[src/rtl/mouse_quad.sv]
// PS/2 mouse X motion and digital left/right controls to a quadrature pair.
// Mouse deltas go into a saturating signed accumulator that drains one step per tick.
module mouse_quad #(
  parameter int CLKDIV = 5500,
  parameter int ACC_W  = 12,
  parameter int SHIFT  = 0
) (
  input  logic       clk_sys,
  input  logic       reset,
  input  logic       mouse_tgl,
  input  logic [8:0] mouse_dx,
  input  logic       btn_left,
  input  logic       btn_right,
  output logic       enc_a,
  output logic       enc_b,
  output logic       busy
);

  localparam int CW   = (CLKDIV > 1) ? $clog2(CLKDIV) : 1;
  localparam int MAXV = (2 ** (ACC_W - 1)) - 1;
  localparam logic signed [ACC_W:0] SAT_MAX = (ACC_W + 1)'(MAXV);
  localparam logic signed [ACC_W:0] SAT_MIN = (ACC_W + 1)'(-MAXV);

  typedef enum logic [1:0] {
    Q00 = 2'b00,
    Q01 = 2'b01,
    Q11 = 2'b11,
    Q10 = 2'b10
  } quad_t;

  quad_t                    quad_q, quad_d;
  logic [CW-1:0]            cnt_q, cnt_d;
  logic signed [ACC_W-1:0]  acc_q, acc_d;
  logic                     tgl_prev_q;
  logic                     busy_q, busy_d;

  logic                     evt, tick, fwd, back, acc_nz;
  logic signed [ACC_W-1:0]  dx_ext, dxs;
  logic signed [ACC_W:0]    sum, stepv, addv;

  assign evt    = (mouse_tgl != tgl_prev_q);
  assign tick   = (cnt_q == CW'(CLKDIV - 1));
  assign acc_nz = (acc_q != '0);
  assign dx_ext = {{(ACC_W - 9){mouse_dx[8]}}, mouse_dx};
  assign dxs    = dx_ext >>> SHIFT;

  // Direction from the pre-update accumulator; buttons only steer an empty one.
  always_comb begin
    fwd  = 1'b0;
    back = 1'b0;
    if (tick) begin
      if (acc_nz) begin
        fwd  = ~acc_q[ACC_W-1];
        back =  acc_q[ACC_W-1];
      end else begin
        fwd  = btn_right & ~btn_left;
        back = btn_left & ~btn_right;
      end
    end
  end

  always_comb begin
    cnt_d = tick ? '0 : cnt_q + CW'(1);
    addv  = evt ? {dxs[ACC_W-1], dxs} : '0;
    stepv = '0;
    if (acc_nz && fwd)  stepv = (ACC_W + 1)'(1);
    if (acc_nz && back) stepv = '1;
    sum = {acc_q[ACC_W-1], acc_q} + addv - stepv;
    if (sum > SAT_MAX)      acc_d = SAT_MAX[ACC_W-1:0];
    else if (sum < SAT_MIN) acc_d = SAT_MIN[ACC_W-1:0];
    else                    acc_d = sum[ACC_W-1:0];
    busy_d = (acc_d != '0);
  end

  always_comb begin
    quad_d = quad_q;
    if (fwd) begin
      unique case (quad_q)
        Q00: quad_d = Q01;
        Q01: quad_d = Q11;
        Q11: quad_d = Q10;
        Q10: quad_d = Q00;
        default: quad_d = Q00;
      endcase
    end else if (back) begin
      unique case (quad_q)
        Q00: quad_d = Q10;
        Q10: quad_d = Q11;
        Q11: quad_d = Q01;
        Q01: quad_d = Q00;
        default: quad_d = Q00;
      endcase
    end
  end

  always_ff @(posedge clk_sys) begin
    tgl_prev_q <= mouse_tgl;
    if (reset) begin
      quad_q <= Q00;
      cnt_q  <= '0;
      acc_q  <= '0;
      busy_q <= 1'b0;
    end else begin
      quad_q <= quad_d;
      cnt_q  <= cnt_d;
      acc_q  <= acc_d;
      busy_q <= busy_d;
    end
  end

  assign enc_a = quad_q[1];
  assign enc_b = quad_q[0];
  assign busy  = busy_q;

endmodule

[config.mk]
export PLATFORM = sky130hd
export DESIGN_NAME = mouse_quad
export DESIGN_NICKNAME = d
export VERILOG_FILES = /design/src/rtl/mouse_quad.sv
export SDC_FILE = /design/constraint.sdc
export NUM_CORES = 1
export LEC_CHECK = 0
export BUFFER_PORTS_ARGS = -buffer_cell sky130_fd_sc_hd__buf_4
export CORE_UTILIZATION = 56
export CTS_BUF_LIST = sky130_fd_sc_hd__clkbuf_4
export CTS_CLUSTER_DIAMETER = 30
export DETAILED_ROUTE_END_ITERATION = 6
export PLACE_DENSITY = 0.8
export SYNTH_ARGS = -nofsm -noshare
export SYNTH_HDL_FRONTEND = slang
export SYNTH_SLANG_ARGS = --single-unit
[constraint.sdc]
create_clock -name clk_sys -period 4.11 [get_ports clk_sys]
set_input_delay 0.822 -clock clk_sys [delete_from_list [all_inputs] [get_ports clk_sys]]
set_output_delay 0.822 -clock clk_sys [all_outputs]
set_load 0.05 [all_outputs]
==> results of run 1 <==
==> layer usage <==
metal  vias up  wire, µm  track usage [%]
met5         -         0                0
met4         0       514             13.0
met3        65       591             6.55
met2       183      4200             53.1
met1      1213      2980             35.2
li1       1116         -                -
==> final cells by class <==
type	count	area (µm²)	area share [%]
clock buffer	5	37.5	1.12
clock inverter	3	41.3	1.23
inverter	37	143	4.26
multi-input combinational	200	1850	55.2
sequential	29	583	17.4
tap	48	60.1	1.80
timing repair buffer	81	634	19.0
==> synth_stat cells (all sizes together) <==
master	number	area, µm²
nand4	5	31.3
o211a	1	10.0
and2	5	33.8
or3	6	37.5
a211o	1	8.76
o2111ai	1	8.76
a22o	1	8.76
a22oi	2	20.0
a2bb2oi	1	8.76
a21boi	1	7.51
ha	14	175
nor3b	1	7.51
o31ai	2	33.8
dfxtp	29	581
a21oi	11	55.1
fa	12	240
nand3	9	45.0
xor2	12	105
a221o	1	10.0
and3	5	31.3
and4b	1	10.0
o21ai	16	80.1
a211oi	8	60.1
or2	2	15.0
nor2	22	82.6
nor4b	1	8.76
o2bb2ai	1	8.76
inv	37	139
nand2	19	78.8
a31oi	2	12.5
nor4bb	1	10.0
nor2b	3	18.8
nor4	4	25.0
o21a	1	7.51
nor3	9	50.1
clkbuf	2	7.51
buf	3	20.0
nand3b	1	7.51
xnor2	4	35.0
a21o	4	30.0
nand2b	4	25.0
a2111oi	2	25.0
a221oi	3	45.0
o311ai	1	26.3
==> worst min path at each step <==
| stage | startpoint | end | slack, ns | cells past startpoint |
|---|---|---|---|---|
| after CTS | cnt_q[12] | cnt_q[12] | 0.50 | 2 |
| after floorplan | cnt_q[0] | cnt_q[0] | 0.43 | 1 |
| final | quad_q[1] | quad_q[0] | 0.52 | 1 |
| after detailed placement | cnt_q[12] | cnt_q[12] | 0.49 | 2 |
| after global placement | cnt_q[12] | cnt_q[12] | 0.48 | 2 |
| after global routing | quad_q[1] | quad_q[0] | 0.53 | 1 |
==> sequential cells by signal, indices dropped and copies added (netlist names) <==
register,flops
busy,1
quad_q,2
tgl_prev_q,1
cnt_q,13
acc_q,12
==> kinds of logic after synthesis <==
logic type,after synthesis
AOI/OAI and AO/OA,60
xor gates and xnor gates,16
adders and majority gates,26
buffers and inverters,42
DFF,29
and+or+nand+nor,98
==> metrics by stage <==
step / setup TNS (ns) / instances / hold WS (ns)
3_5_place_dp: -2.01 / 385 / 0.490
2_1_floorplan: 0 / 271 / 0.430
3_3_place_gp: -1.12 / 385 / 0.477
4_1_cts: 0 / 393 / 0.501
5_1_grt: -2.59 / 403 / 0.533
6_report: -2.08 / 403 / 0.516
==> timing repair <==
item / in CTS / in global routing
endpoints found under the setup margin: 12 / 12
setup buffers: 0 / 10
hold buffers: 0 / 0
hold endpoints to repair: 0 / 0
pin swaps: 8 / 29
gates resized for setup: 6 / 55
==> flow_summary.html, run 1 <==
<table>
<tr><th>Metric</th><th>Value</th></tr>
<tr><th colspan="2">Layout</th></tr>
<tr><td>Core occupancy in the finished layout</td><td>88.1%</td></tr>
<tr><td>Final std cell area, no fill</td><td>0.00335 mm²</td></tr>
<tr><td>Most common cell after layout, fill and taps aside</td><td>buf_4</td></tr>
<tr><td>Fraction of layout cells with a size suffix above 1</td><td>40.0%</td></tr>
<tr><td>Highest-count cells in the layout ignoring fill and taps</td><td>buf_4, inv_1, dfxtp_1, nor2_1, nand2_1</td></tr>
<tr><td>Diodes inserted</td><td>0</td></tr>
<tr><td>Filler cell count in the final layout</td><td>169</td></tr>
<tr><td>Area growth from synthesis to layout</td><td>46.3%</td></tr>
<tr><td>Post-layout nets</td><td>394</td></tr>
<tr><th colspan="2">Setup path</th></tr>
<tr><td>Crit path largest cell delay</td><td>between 0.4 and 0.5 ns</td></tr>
<tr><td>Setup slack of the worst register-to-register path</td><td>-0.21 ns</td></tr>
<tr><td>Required time at the worst-slack endpoint</td><td>4.39 ns</td></tr>
<tr><td>Startpoint of the worst setup timing path</td><td>acc_q[6]</td></tr>
<tr><td>Worst Setup Path Type</td><td>flop to flop</td></tr>
<tr><td>Arrival time worst endpoint</td><td>4.59 ns</td></tr>
<tr><td>Depth of the most critical reg-to-reg path</td><td>16</td></tr>
<tr><td>Endpoint of the lowest-slack register-to-register path</td><td>acc_q[5]</td></tr>
<tr><td>Setup crit end</td><td>acc_q[5]</td></tr>
<tr><td>Critical path's slowest cell</td><td>fa_1</td></tr>
<tr><td>Biggest fanout along the worst timing path</td><td>8</td></tr>
<tr><td>Largest delay contributor family on the critical path</td><td>simple AND/OR/NAND/NOR gates</td></tr>
<tr><td>Cells along the critical path</td><td>nor4_1 &gt; and3_4 &gt; a31oi_4 &gt; or3_4 &gt; clkinvlp_4 &gt; fa_1 &gt; fa_2 &gt; nand2b_1 &gt; a21o_1 &gt; buf_4 &gt; a211o_1 &gt; and2_1 &gt; nand3_2 &gt; o31ai_4 &gt; buf_6 &gt; a221oi_2</td></tr>
<tr><td>Worst R2R Start</td><td>acc_q[6]</td></tr>
<tr><td>WP depth</td><td>16</td></tr>
<tr><td>Critical Path Start Type</td><td>flop</td></tr>
<tr><td>Capturing element type of the critical path</td><td>flop</td></tr>
<tr><td>Combined buffer and inverter count along the critical path</td><td>3</td></tr>
<tr><th colspan="2">CTS</th></tr>
<tr><td>Latest clock arrival within the worst-skew pair</td><td>0.36 ns</td></tr>
<tr><td>Clock transition time at the flip-flop clock pins of the worst setup and hold paths</td><td>0.13 ns</td></tr>
<tr><td>H-tree Lvls</td><td>2</td></tr>
<tr><td>Clock sinks</td><td>29</td></tr>
<tr><td>Number of CTS-inserted buffers</td><td>5</td></tr>
<tr><td>Root buffer selected by CTS</td><td>clkbuf_4</td></tr>
<tr><td>TritonCTS clock tree</td><td>done</td></tr>
<tr><td>Maximum clock insertion buffer count</td><td>2</td></tr>
<tr><th colspan="2">Die</th></tr>
<tr><td>Number of ports placed on the die boundary</td><td>17</td></tr>
<tr><td>Total die area</td><td>0.00434 mm²</td></tr>
<tr><td>Horizontal die dimension</td><td>65.9 µm</td></tr>
<tr><td>Core area</td><td>between 0.003 and 0.004 mm²</td></tr>
<tr><td># rows</td><td>22</td></tr>
<tr><td>Initial core utilization</td><td>60.2%</td></tr>
<tr><td>Die Y-Extent</td><td>between 60 and 70 µm</td></tr>
<tr><th colspan="2">Timing</th></tr>
<tr><td>Tightest slew margin relative to the limit</td><td>between 60 and 70%</td></tr>
<tr><td>Final setup skew</td><td>~0.032 ns</td></tr>
<tr><td>Part of the cycle the worst path needs</td><td>105%</td></tr>
<tr><td>Setup violation total in the final timing report</td><td>13</td></tr>
<tr><td>Final Max Slew Viols</td><td>0</td></tr>
<tr><td>Worst-Margin Slew</td><td>0.484 ns</td></tr>
<tr><td>Post-route setup slack</td><td>-0.207 ns</td></tr>
<tr><td>Unrepaired setup endpoints after global routing</td><td>true</td></tr>
<tr><td>Final Critical Period</td><td>roughly 4.3 ns</td></tr>
<tr><td>Fmax</td><td>232 MHz</td></tr>
<tr><td>Total count of hold-check failures in the final report</td><td>0</td></tr>
<tr><th colspan="2">Global route</th></tr>
<tr><td>All-layer global routing usage</td><td>a little under a third</td></tr>
<tr><td>First-pass GRT wire length</td><td>9.83 mm</td></tr>
<tr><td>GRT Residual Overflow</td><td>0</td></tr>
<tr><td>Pin count of the biggest net entering global routing</td><td>13</td></tr>
<tr><td>Via count of the first global-routing pass</td><td>2,264</td></tr>
<tr><td>Antenna violations before repair</td><td>0</td></tr>
<tr><th colspan="2">Yosys</th></tr>
<tr><td>Post-synthesis cell type count</td><td>54</td></tr>
<tr><td>Post-Synth Simple-Gate Area</td><td>22.6%</td></tr>
<tr><td>Yosys reg bits</td><td>29</td></tr>
<tr><td>Synthesis Warnings</td><td>0</td></tr>
<tr><td>Combinational family with the most area after synthesis</td><td>simple AND/OR/NAND/NOR gates</td></tr>
<tr><td>Post-synthesis area per instance</td><td>~8.4 µm²</td></tr>
<tr><td>Sequential element share of the synthesized area</td><td>between 20% and 30%</td></tr>
<tr><td>Cell area after synthesis</td><td>~0.0023 mm²</td></tr>
<tr><td>Xor and xnor area share after synthesis</td><td>6.13%</td></tr>
<tr><td>Post-synthesis share of cell area spent on full adders, half adders and majority gates</td><td>a little under a fifth</td></tr>
<tr><td>Instance count of the mapped netlist</td><td>271</td></tr>
<tr><td>Synthesized-area fraction occupied by ao, oa, aoi and oai cells</td><td>between 20% and 30%</td></tr>
<tr><td>Net count after synthesis</td><td>~310</td></tr>
<tr><td>Mux cell area share after synthesis</td><td>0%</td></tr>
<tr><th colspan="2">Route</th></tr>
<tr><td>Total detailed-routing wirelength</td><td>8.29 mm</td></tr>
<tr><td>Drt first pass iters</td><td>5</td></tr>
<tr><td>Average wire per cell in the routed design</td><td>20.6 µm</td></tr>
<tr><td>Routed Antenna Nets</td><td>0</td></tr>
<tr><td>DRC</td><td>0</td></tr>
<tr><td>Routed vias</td><td>2,577</td></tr>
<tr><td>Detailed-route vias per instance</td><td>6.39</td></tr>
<tr><td>Number of DRC markers after the initial detailed-route iteration</td><td>243</td></tr>
<tr><th colspan="2">Status</th></tr>
<tr><td>Violations in the final reports</td><td>negative setup slack</td></tr>
<tr><td>Run status</td><td>finished with violations</td></tr>
<tr><th colspan="2">Placement</th></tr>
<tr><td>HPWL reported at the end of detailed placement</td><td>about 4.4 mm</td></tr>
<tr><td>Worst slack at placement</td><td>-0.217 ns</td></tr>
<tr><td>Routability cong.</td><td>0.806</td></tr>
<tr><td>Placed standard-cell area</td><td>around 0.0029 mm²</td></tr>
<tr><td>Count of buffers inserted at the top-level ports</td><td>16</td></tr>
<tr><th colspan="2">Run</th></tr>
<tr><td>Max capacitance violation total</td><td>0</td></tr>
<tr><th colspan="2">Worst hold path</th></tr>
<tr><td>Class of the worst hold path</td><td>flop to flop</td></tr>
</table>
Power of run 1 is not shown: default switching activity piles up to over one toggle a cycle in this logic, so the estimate is an artifact.
==> run 2: changes to the inputs <==
TNS_END_PERCENT = 30   (was default)
==> run 2 against run 1 <==
Effect of this change:
- the run still ends with negative setup slack left
- first-iteration DRC count is 2.9% lower
- final cell count is 0.50% lower
- wire length is 7.0% lower
- sequential share of layout area is 0.22 points higher
- largest cell class unchanged
==> flow_summary.html, run 2 (same netlist as run 1, synthesis figures left out) <==
<table>
<tr><th>Metric</th><th>Value</th></tr>
<tr><th colspan="2">Layout</th></tr>
<tr><td>Post-layout nets</td><td>392</td></tr>
<tr><td>Area growth from synthesis to layout</td><td>44.5%</td></tr>
<tr><td>Diodes inserted</td><td>0</td></tr>
<tr><td>Filler cell count in the final layout</td><td>~190</td></tr>
<tr><td>Most common cell after layout, fill and taps aside</td><td>buf_4</td></tr>
<tr><td>Number of flip-flops in the largest register</td><td>13</td></tr>
<tr><td>Registers with the highest flip-flop counts</td><td>cnt_q x13, acc_q x12, quad_q x2</td></tr>
<tr><td>Fraction of layout cells with a size suffix above 1</td><td>39.4%</td></tr>
<tr><td>Largest reg by FF count</td><td>cnt_q</td></tr>
<tr><td>Highest-count cells in the layout ignoring fill and taps</td><td>buf_4, inv_1, dfxtp_1, nor2_1, nand2_1</td></tr>
<tr><th colspan="2">Global route</th></tr>
<tr><td>Antenna violations before repair</td><td>0</td></tr>
<tr><td>First-pass GRT wire length</td><td>9.83 mm</td></tr>
<tr><td>Pin count of the biggest net entering global routing</td><td>13</td></tr>
<tr><td>Via count of the first global-routing pass</td><td>2,264</td></tr>
<tr><td>All-layer global routing usage</td><td>30.3%</td></tr>
<tr><td>GRT Residual Overflow</td><td>0</td></tr>
<tr><th colspan="2">Placement</th></tr>
<tr><td>Count of buffers inserted at the top-level ports</td><td>16</td></tr>
<tr><td>HPWL reported at the end of detailed placement</td><td>roughly 4.4 mm</td></tr>
<tr><td>Routability cong.</td><td>0.806</td></tr>
<tr><th colspan="2">CTS</th></tr>
<tr><td>TritonCTS clock tree</td><td>done</td></tr>
<tr><td>Root buffer selected by CTS</td><td>clkbuf_4</td></tr>
<tr><td>Clock sinks</td><td>29</td></tr>
<tr><td>Number of CTS-inserted buffers</td><td>5</td></tr>
<tr><td>H-tree Lvls</td><td>2</td></tr>
<tr><td>Latest clock arrival within the worst-skew pair</td><td>0.35 ns</td></tr>
<tr><td>Clock transition time at the flip-flop clock pins of the worst setup and hold paths</td><td>approximately 0.11 ns</td></tr>
<tr><td>Maximum clock insertion buffer count</td><td>2</td></tr>
<tr><td># hold bufs at CTS</td><td>0</td></tr>
<tr><th colspan="2">Die</th></tr>
<tr><td>Total die area</td><td>0.00434 mm²</td></tr>
<tr><td># rows</td><td>22</td></tr>
<tr><td>Initial core utilization</td><td>60.2%</td></tr>
<tr><td>Die Y-Extent</td><td>65.9 µm</td></tr>
<tr><td>Horizontal die dimension</td><td>65.9 µm</td></tr>
<tr><td>Number of ports placed on the die boundary</td><td>17</td></tr>
<tr><td>Core area</td><td>0.00380 mm²</td></tr>
<tr><th colspan="2">Setup path</th></tr>
<tr><td>Arrival time worst endpoint</td><td>4.42 ns</td></tr>
<tr><td>Critical path's slowest cell</td><td>fa_1</td></tr>
<tr><td>Combined buffer and inverter count along the critical path</td><td>1</td></tr>
<tr><td>Largest delay contributor family on the critical path</td><td>simple AND/OR/NAND/NOR gates</td></tr>
<tr><td>Crit path largest cell delay</td><td>0.48 ns</td></tr>
<tr><td>WP depth</td><td>14</td></tr>
<tr><td>Required time at the worst-slack endpoint</td><td>4.34 ns</td></tr>
<tr><td>Capturing element type of the critical path</td><td>flop</td></tr>
<tr><td>Worst Setup Path Type</td><td>flop to flop</td></tr>
<tr><td>Cells along the critical path</td><td>nor4_4 &gt; and3_4 &gt; a31oi_2 &gt; or3_4 &gt; clkinvlp_4 &gt; fa_1 &gt; fa_2 &gt; nand2b_1 &gt; a21o_1 &gt; a211oi_4 &gt; or3_4 &gt; nand3_2 &gt; o21ai_1 &gt; o21ai_1</td></tr>
<tr><td>Critical Path Start Type</td><td>flop</td></tr>
<tr><td>Depth of the most critical reg-to-reg path</td><td>14</td></tr>
<tr><td>Biggest fanout along the worst timing path</td><td>8</td></tr>
<tr><th colspan="2">Route</th></tr>
<tr><td>Number of DRC markers after the initial detailed-route iteration</td><td>236</td></tr>
<tr><td>Detailed-route vias per instance</td><td>approximately 6.2</td></tr>
<tr><td>Average wire per cell in the routed design</td><td>19.2 µm</td></tr>
<tr><td>DRC</td><td>0</td></tr>
<tr><td>Drt first pass iters</td><td>5</td></tr>
<tr><td>Total detailed-routing wirelength</td><td>7.71 mm</td></tr>
<tr><td>Routed Antenna Nets</td><td>0</td></tr>
<tr><td>Routed vias</td><td>~2.5k</td></tr>
<tr><th colspan="2">Timing</th></tr>
<tr><td>Final Max Slew Viols</td><td>0</td></tr>
<tr><td>Total count of hold-check failures in the final report</td><td>0</td></tr>
<tr><td>Final setup skew</td><td>0.0205 ns</td></tr>
<tr><td>Setup violation total in the final timing report</td><td>11</td></tr>
<tr><td>Tightest slew margin relative to the limit</td><td>67.4%</td></tr>
<tr><td>Final Critical Period</td><td>about 4.2 ns</td></tr>
<tr><td>Part of the cycle the worst path needs</td><td>102%</td></tr>
<tr><td>Unrepaired setup endpoints after global routing</td><td>true</td></tr>
<tr><td>Post-route setup slack</td><td>-0.0845 ns</td></tr>
<tr><td>Fmax</td><td>238 MHz</td></tr>
<tr><td>Hold slack</td><td>approximately 0.50 ns</td></tr>
<tr><td>Worst-Margin Slew</td><td>between 0.4 and 0.5 ns</td></tr>
<tr><th colspan="2">Run</th></tr>
<tr><td>Max capacitance violation total</td><td>0</td></tr>
<tr><th colspan="2">Status</th></tr>
<tr><td>Run status</td><td>finished with violations</td></tr>
<tr><td>Violations in the final reports</td><td>negative setup slack</td></tr>
<tr><th colspan="2">Worst hold path</th></tr>
<tr><td>Class of the worst hold path</td><td>flop to flop</td></tr>
<tr><td>Hold Path Stages</td><td>2</td></tr>
</table>
## run 2: changes by cell type in the layout (fill, tap and decap cells not counted)
cell,change
o21ai_1,-1
and3_4,-1
o2bb2ai_2,-1
a31oi_2,+1
o21ai_0,+1
buf_6,-2
o2bb2ai_1,+1
and3_2,+1
a31oi_4,-1
## run 2: worst paths after layout
check,start,to,slack (ns)
max,acc_q[1],acc_q[6],-0.08
min,cnt_q[12],cnt_q[12],0.50
max reg2reg,acc_q[1],acc_q[6],-0.08
min reg2reg,cnt_q[12],cnt_q[12],0.50
## run 2: layout make-up
class	instances	area, µm²	share of cell area (%)
flip-flops and latches	29	583	17.6
clock buffers	5	37.5	1.14
inverters	37	143	4.32
repair buffers	79	612	18.5
well taps	48	60.1	1.82
clock inverters	3	41.3	1.25
multi-input cells	200	1830	55.3
## run 2: metrics by stage
step / cell area (µm²) / setup TNS, ns / util, % / worst slack (ns) / cells
floorplan: 2300 / 0 / - / 0.00473 / 271
global placement: 2860 / -1.12 / 75.3 / -0.129 / 385
detailed placement: 2860 / -2.01 / 75.3 / -0.217 / 385
CTS: 2970 / 0 / 78.3 / 0.0100 / 393
global route: 3300 / -1.33 / 87.0 / -0.153 / 401
finish: 3300 / -0.318 / 87.0 / -0.0845 / 401
## run 2: what timing repair did
item	in CTS	in global routing
endpoints found under the setup margin	12	12
pin swaps	8	25
buffers inserted	0	8
resized for setup	6	49
endpoints found under the hold margin	0	0
## run 2: worst register-to-register path: stages, from the launching register on
cell and delay (ns):
dfxtp_2 0.36, nor4_4 0.30, and3_4 0.25, a31oi_2 0.10
or3_4 0.35, clkinvlp_4 0.22, fa_1 0.48, fa_2 0.37
nand2b_1 0.21, a21o_1 0.26, a211oi_4 0.31, or3_4 0.20
nand3_2 0.10, o21ai_1 0.40, o21ai_1 0.16
## run 2: layer usage
metal / vias to the layer above / share of wire, % / track usage (%)
li1: 1105 / - / -
met1: 1193 / 37 / 35.2
met2: 150 / 51 / 53.1
met3: 31 / 7.6 / 6.55
met4: 0 / 4.5 / 13.0
met5: - / 0 / 0
Power of run 2 is left out for the same reason.
==> run 3: changes to the inputs <==
CTS_BUF_LIST = sky130_fd_sc_hd__clkbuf_8   (was sky130_fd_sc_hd__clkbuf_4)
REMOVE_ABC_BUFFERS = 1   (was default)
==> run 3 against run 2 <==
Effect of this change:
- the flow now finishes without violations
- critical path depth up 2
- core utilization down 5.8 points
- non-clock buffer count is 23 lower
- via count decreased by 10%
- final cell count down 5.7%
- flip-flop and latch count did not move
- setup slack improved by 0.14 ns
- final area down 6.7%
- register-to-register slack improved by 0.14 ns
- fmax rose by 3.3%
- die area did not move
- critical path type unchanged
==> flow_summary.html, run 3 (same netlist as run 1, synthesis figures left out) <==
<table>
<tr><th>Metric</th><th>Value</th></tr>
<tr><th colspan="2">CTS</th></tr>
<tr><td>H-tree Lvls</td><td>2</td></tr>
<tr><td>Root buffer selected by CTS</td><td>clkbuf_8</td></tr>
<tr><td>Clock sinks</td><td>29</td></tr>
<tr><td>Clock transition time at the flip-flop clock pins of the worst setup and hold paths</td><td>0.07 ns</td></tr>
<tr><td>Latest clock arrival within the worst-skew pair</td><td>0.28 ns</td></tr>
<tr><td># hold bufs at CTS</td><td>0</td></tr>
<tr><td>Maximum clock insertion buffer count</td><td>2</td></tr>
<tr><td>Number of CTS-inserted buffers</td><td>5</td></tr>
<tr><td>TritonCTS clock tree</td><td>done</td></tr>
<tr><th colspan="2">Timing</th></tr>
<tr><td>Worst-Margin Slew</td><td>approximately 0.58 ns</td></tr>
<tr><td>Accumulated negative setup slack</td><td>0 ns</td></tr>
<tr><td>Final Max Slew Viols</td><td>0</td></tr>
<tr><td>Tightest slew margin relative to the limit</td><td>between 60% and 70%</td></tr>
<tr><td>Final Critical Period</td><td>4.06 ns</td></tr>
<tr><td>Unrepaired setup endpoints after global routing</td><td>true</td></tr>
<tr><td>Final setup skew</td><td>0.00664 ns</td></tr>
<tr><td>Part of the cycle the worst path needs</td><td>98.8%</td></tr>
<tr><td>Setup violation total in the final timing report</td><td>0</td></tr>
<tr><td>Hold slack</td><td>slightly below 0.5 ns</td></tr>
<tr><td>Fmax</td><td>246 MHz</td></tr>
<tr><td>Total count of hold-check failures in the final report</td><td>0</td></tr>
<tr><th colspan="2">Route</th></tr>
<tr><td>Number of DRC markers after the initial detailed-route iteration</td><td>165</td></tr>
<tr><td>Detailed-route vias per instance</td><td>5.89</td></tr>
<tr><td>Average wire per cell in the routed design</td><td>16.9 µm</td></tr>
<tr><td>Routed vias</td><td>2,227</td></tr>
<tr><td>Drt first pass iters</td><td>5</td></tr>
<tr><td>DRC</td><td>0</td></tr>
<tr><td>Routed Antenna Nets</td><td>0</td></tr>
<tr><td>Total detailed-routing wirelength</td><td>between 6 and 7 mm</td></tr>
<tr><th colspan="2">Die</th></tr>
<tr><td>Die Y-Extent</td><td>around 66 µm</td></tr>
<tr><td>Number of ports placed on the die boundary</td><td>17</td></tr>
<tr><td>Total die area</td><td>0.00434 mm²</td></tr>
<tr><td>Core area</td><td>0.00380 mm²</td></tr>
<tr><td>Horizontal die dimension</td><td>65.9 µm</td></tr>
<tr><td># rows</td><td>22</td></tr>
<tr><td>Initial core utilization</td><td>60.2%</td></tr>
<tr><th colspan="2">Global route</th></tr>
<tr><td>All-layer global routing usage</td><td>28.6%</td></tr>
<tr><td>First-pass GRT wire length</td><td>9.36 mm</td></tr>
<tr><td>Routing layer with the top usage in global route</td><td>met2</td></tr>
<tr><td>Antenna violations before repair</td><td>0</td></tr>
<tr><td>Met3 Resource Use GR</td><td>4.83%</td></tr>
<tr><td>Fraction of met2 tracks used by global routing</td><td>48.7%</td></tr>
<tr><td>GRT Residual Overflow</td><td>0</td></tr>
<tr><td>Via count of the first global-routing pass</td><td>2,081</td></tr>
<tr><td>GR Util met1</td><td>36.2%</td></tr>
<tr><td>Pin count of the biggest net entering global routing</td><td>13</td></tr>
<tr><th colspan="2">Worst hold path</th></tr>
<tr><td>Class of the worst hold path</td><td>flop to flop</td></tr>
<tr><td>Hold Path Stages</td><td>2</td></tr>
<tr><td>Launch point of the worst hold path</td><td>cnt_q[12]</td></tr>
<tr><td>Hold worst-path end</td><td>cnt_q[12]</td></tr>
<tr><th colspan="2">Layout</th></tr>
<tr><td>Fraction of layout cells with a size suffix above 1</td><td>between 30% and 40%</td></tr>
<tr><td>Area growth from synthesis to layout</td><td>34.8%</td></tr>
<tr><td>Number of flip-flops in the largest register</td><td>13</td></tr>
<tr><td>Diodes inserted</td><td>0</td></tr>
<tr><td>Most common cell after layout, fill and taps aside</td><td>buf_4</td></tr>
<tr><td>Post-layout nets</td><td>369</td></tr>
<tr><td>Registers with the highest flip-flop counts</td><td>cnt_q x13, acc_q x12, quad_q x2</td></tr>
<tr><td>Largest reg by FF count</td><td>cnt_q</td></tr>
<tr><td>Core occupancy in the finished layout</td><td>between 80% and 90%</td></tr>
<tr><td>Highest-count cells in the layout ignoring fill and taps</td><td>buf_4, inv_1, dfxtp_1, nor2_1, nand2_1</td></tr>
<tr><th colspan="2">Setup path</th></tr>
<tr><td>Worst R2R Start</td><td>acc_q[4]</td></tr>
<tr><td>Endpoint of the lowest-slack register-to-register path</td><td>acc_q[5]</td></tr>
<tr><td>Critical Path Start Type</td><td>flop</td></tr>
<tr><td>Biggest fanout along the worst timing path</td><td>5</td></tr>
<tr><td>Worst Setup Path Type</td><td>flop to flop</td></tr>
<tr><td>Arrival time worst endpoint</td><td>~4.3 ns</td></tr>
<tr><td>Required time at the worst-slack endpoint</td><td>4.30 ns</td></tr>
<tr><td>Capturing element type of the critical path</td><td>flop</td></tr>
<tr><td>Depth of the most critical reg-to-reg path</td><td>16</td></tr>
<tr><td>Setup slack of the worst register-to-register path</td><td>0.05 ns</td></tr>
<tr><th colspan="2">Run</th></tr>
<tr><td>Max capacitance violation total</td><td>0</td></tr>
<tr><th colspan="2">Pwr</th></tr>
<tr><td>Leakage power total</td><td>1.33 nW</td></tr>
<tr><td>Highest ir drop seen on vdd</td><td>0.819 mV</td></tr>
<tr><td>Power density relative to cell area</td><td>1010 mW/mm²</td></tr>
<tr><th colspan="2">Placement</th></tr>
<tr><td>HPWL reported at the end of detailed placement</td><td>~4.3 mm</td></tr>
<tr><td>Routability cong.</td><td>0.888</td></tr>
<tr><td>Count of buffers inserted at the top-level ports</td><td>16</td></tr>
<tr><th colspan="2">Status</th></tr>
<tr><td>Run status</td><td>complete, no violations</td></tr>
</table>
## run 3: how the worst max path moves through the flow
stage,from,endpoint,slack [ns],cells after the start
floorplan,cnt_q[0],acc_q[3],-0.14,15
global placement,btn_left,acc_q[3],-0.09,17
detailed placement,btn_right,acc_q[4],-0.19,16
CTS,acc_q[1],acc_q[4],0.01,18
global route,acc_q[4],acc_q[4],-0.10,18
finish,acc_q[4],acc_q[5],0.05,16
## run 3: metrics by stage
| step | instances | cell area [µm²] | setup WS [ns] | total power, mW |
|---|---|---|---|---|
| after detailed placement | 363 | 2690 | -0.194 | 2.32 |
| after global routing | 378 | 3080 | -0.103 | 3.30 |
| after global placement | 363 | 2690 | -0.0889 | 2.28 |
| after floorplan | 266 | 2260 | -0.140 | 1.70 |
| after CTS | 371 | 2810 | 0.0146 | 2.63 |
| final | 378 | 3080 | 0.0509 | 3.11 |
## run 3: cell type report
class	instances	area (µm²)
multi-input combinational	200	1760
timing repair buffer	56	435
inverter	37	141
tap	48	60.1
clock inverter	1	5.00
sequential	29	587
fill	230	714
clock buffer	7	96.3
## run 3: worst max-delay path, stage by stage, from the launching register on
cell and delay (ns):
dfxtp_4 0.36, nor4_4 0.29, and3_4 0.25, a31oi_4 0.08, or3_4 0.41, inv_4 0.09, fa_2 0.47, fa_2 0.39
nand2b_1 0.19, a21o_1 0.21, buf_4 0.16, a211o_1 0.28, and2_1 0.19, nand3_2 0.09, o31ai_4 0.07, buf_4 0.18
a221oi_2 0.27
## run 3: report_power, final
part,total (mW),switching (mW),internal [mW]
Sequential,0.405,0.0521,0.353
Combinational,2.45,1.30,1.14
Clock,0.263,0.112,0.151
Total,3.11,1.47,1.64
## run 3: repair_timing
action | 4_1_cts | 5_1_grt
endpoints found under the setup margin | 12 | 13
gates resized for setup | 5 | 44
buffers inserted | 0 | 7
pin swaps | 3 | 19
## run 3: metal layers
layer / share of wire [%] / wire length [µm]
met1: 41 / 2630
met2: 54 / 3430
met3: 3.7 / 235
met4: 1.5 / 98
met5: 0 / 0
Note: power is estimated with default switching activity, not from simulation.
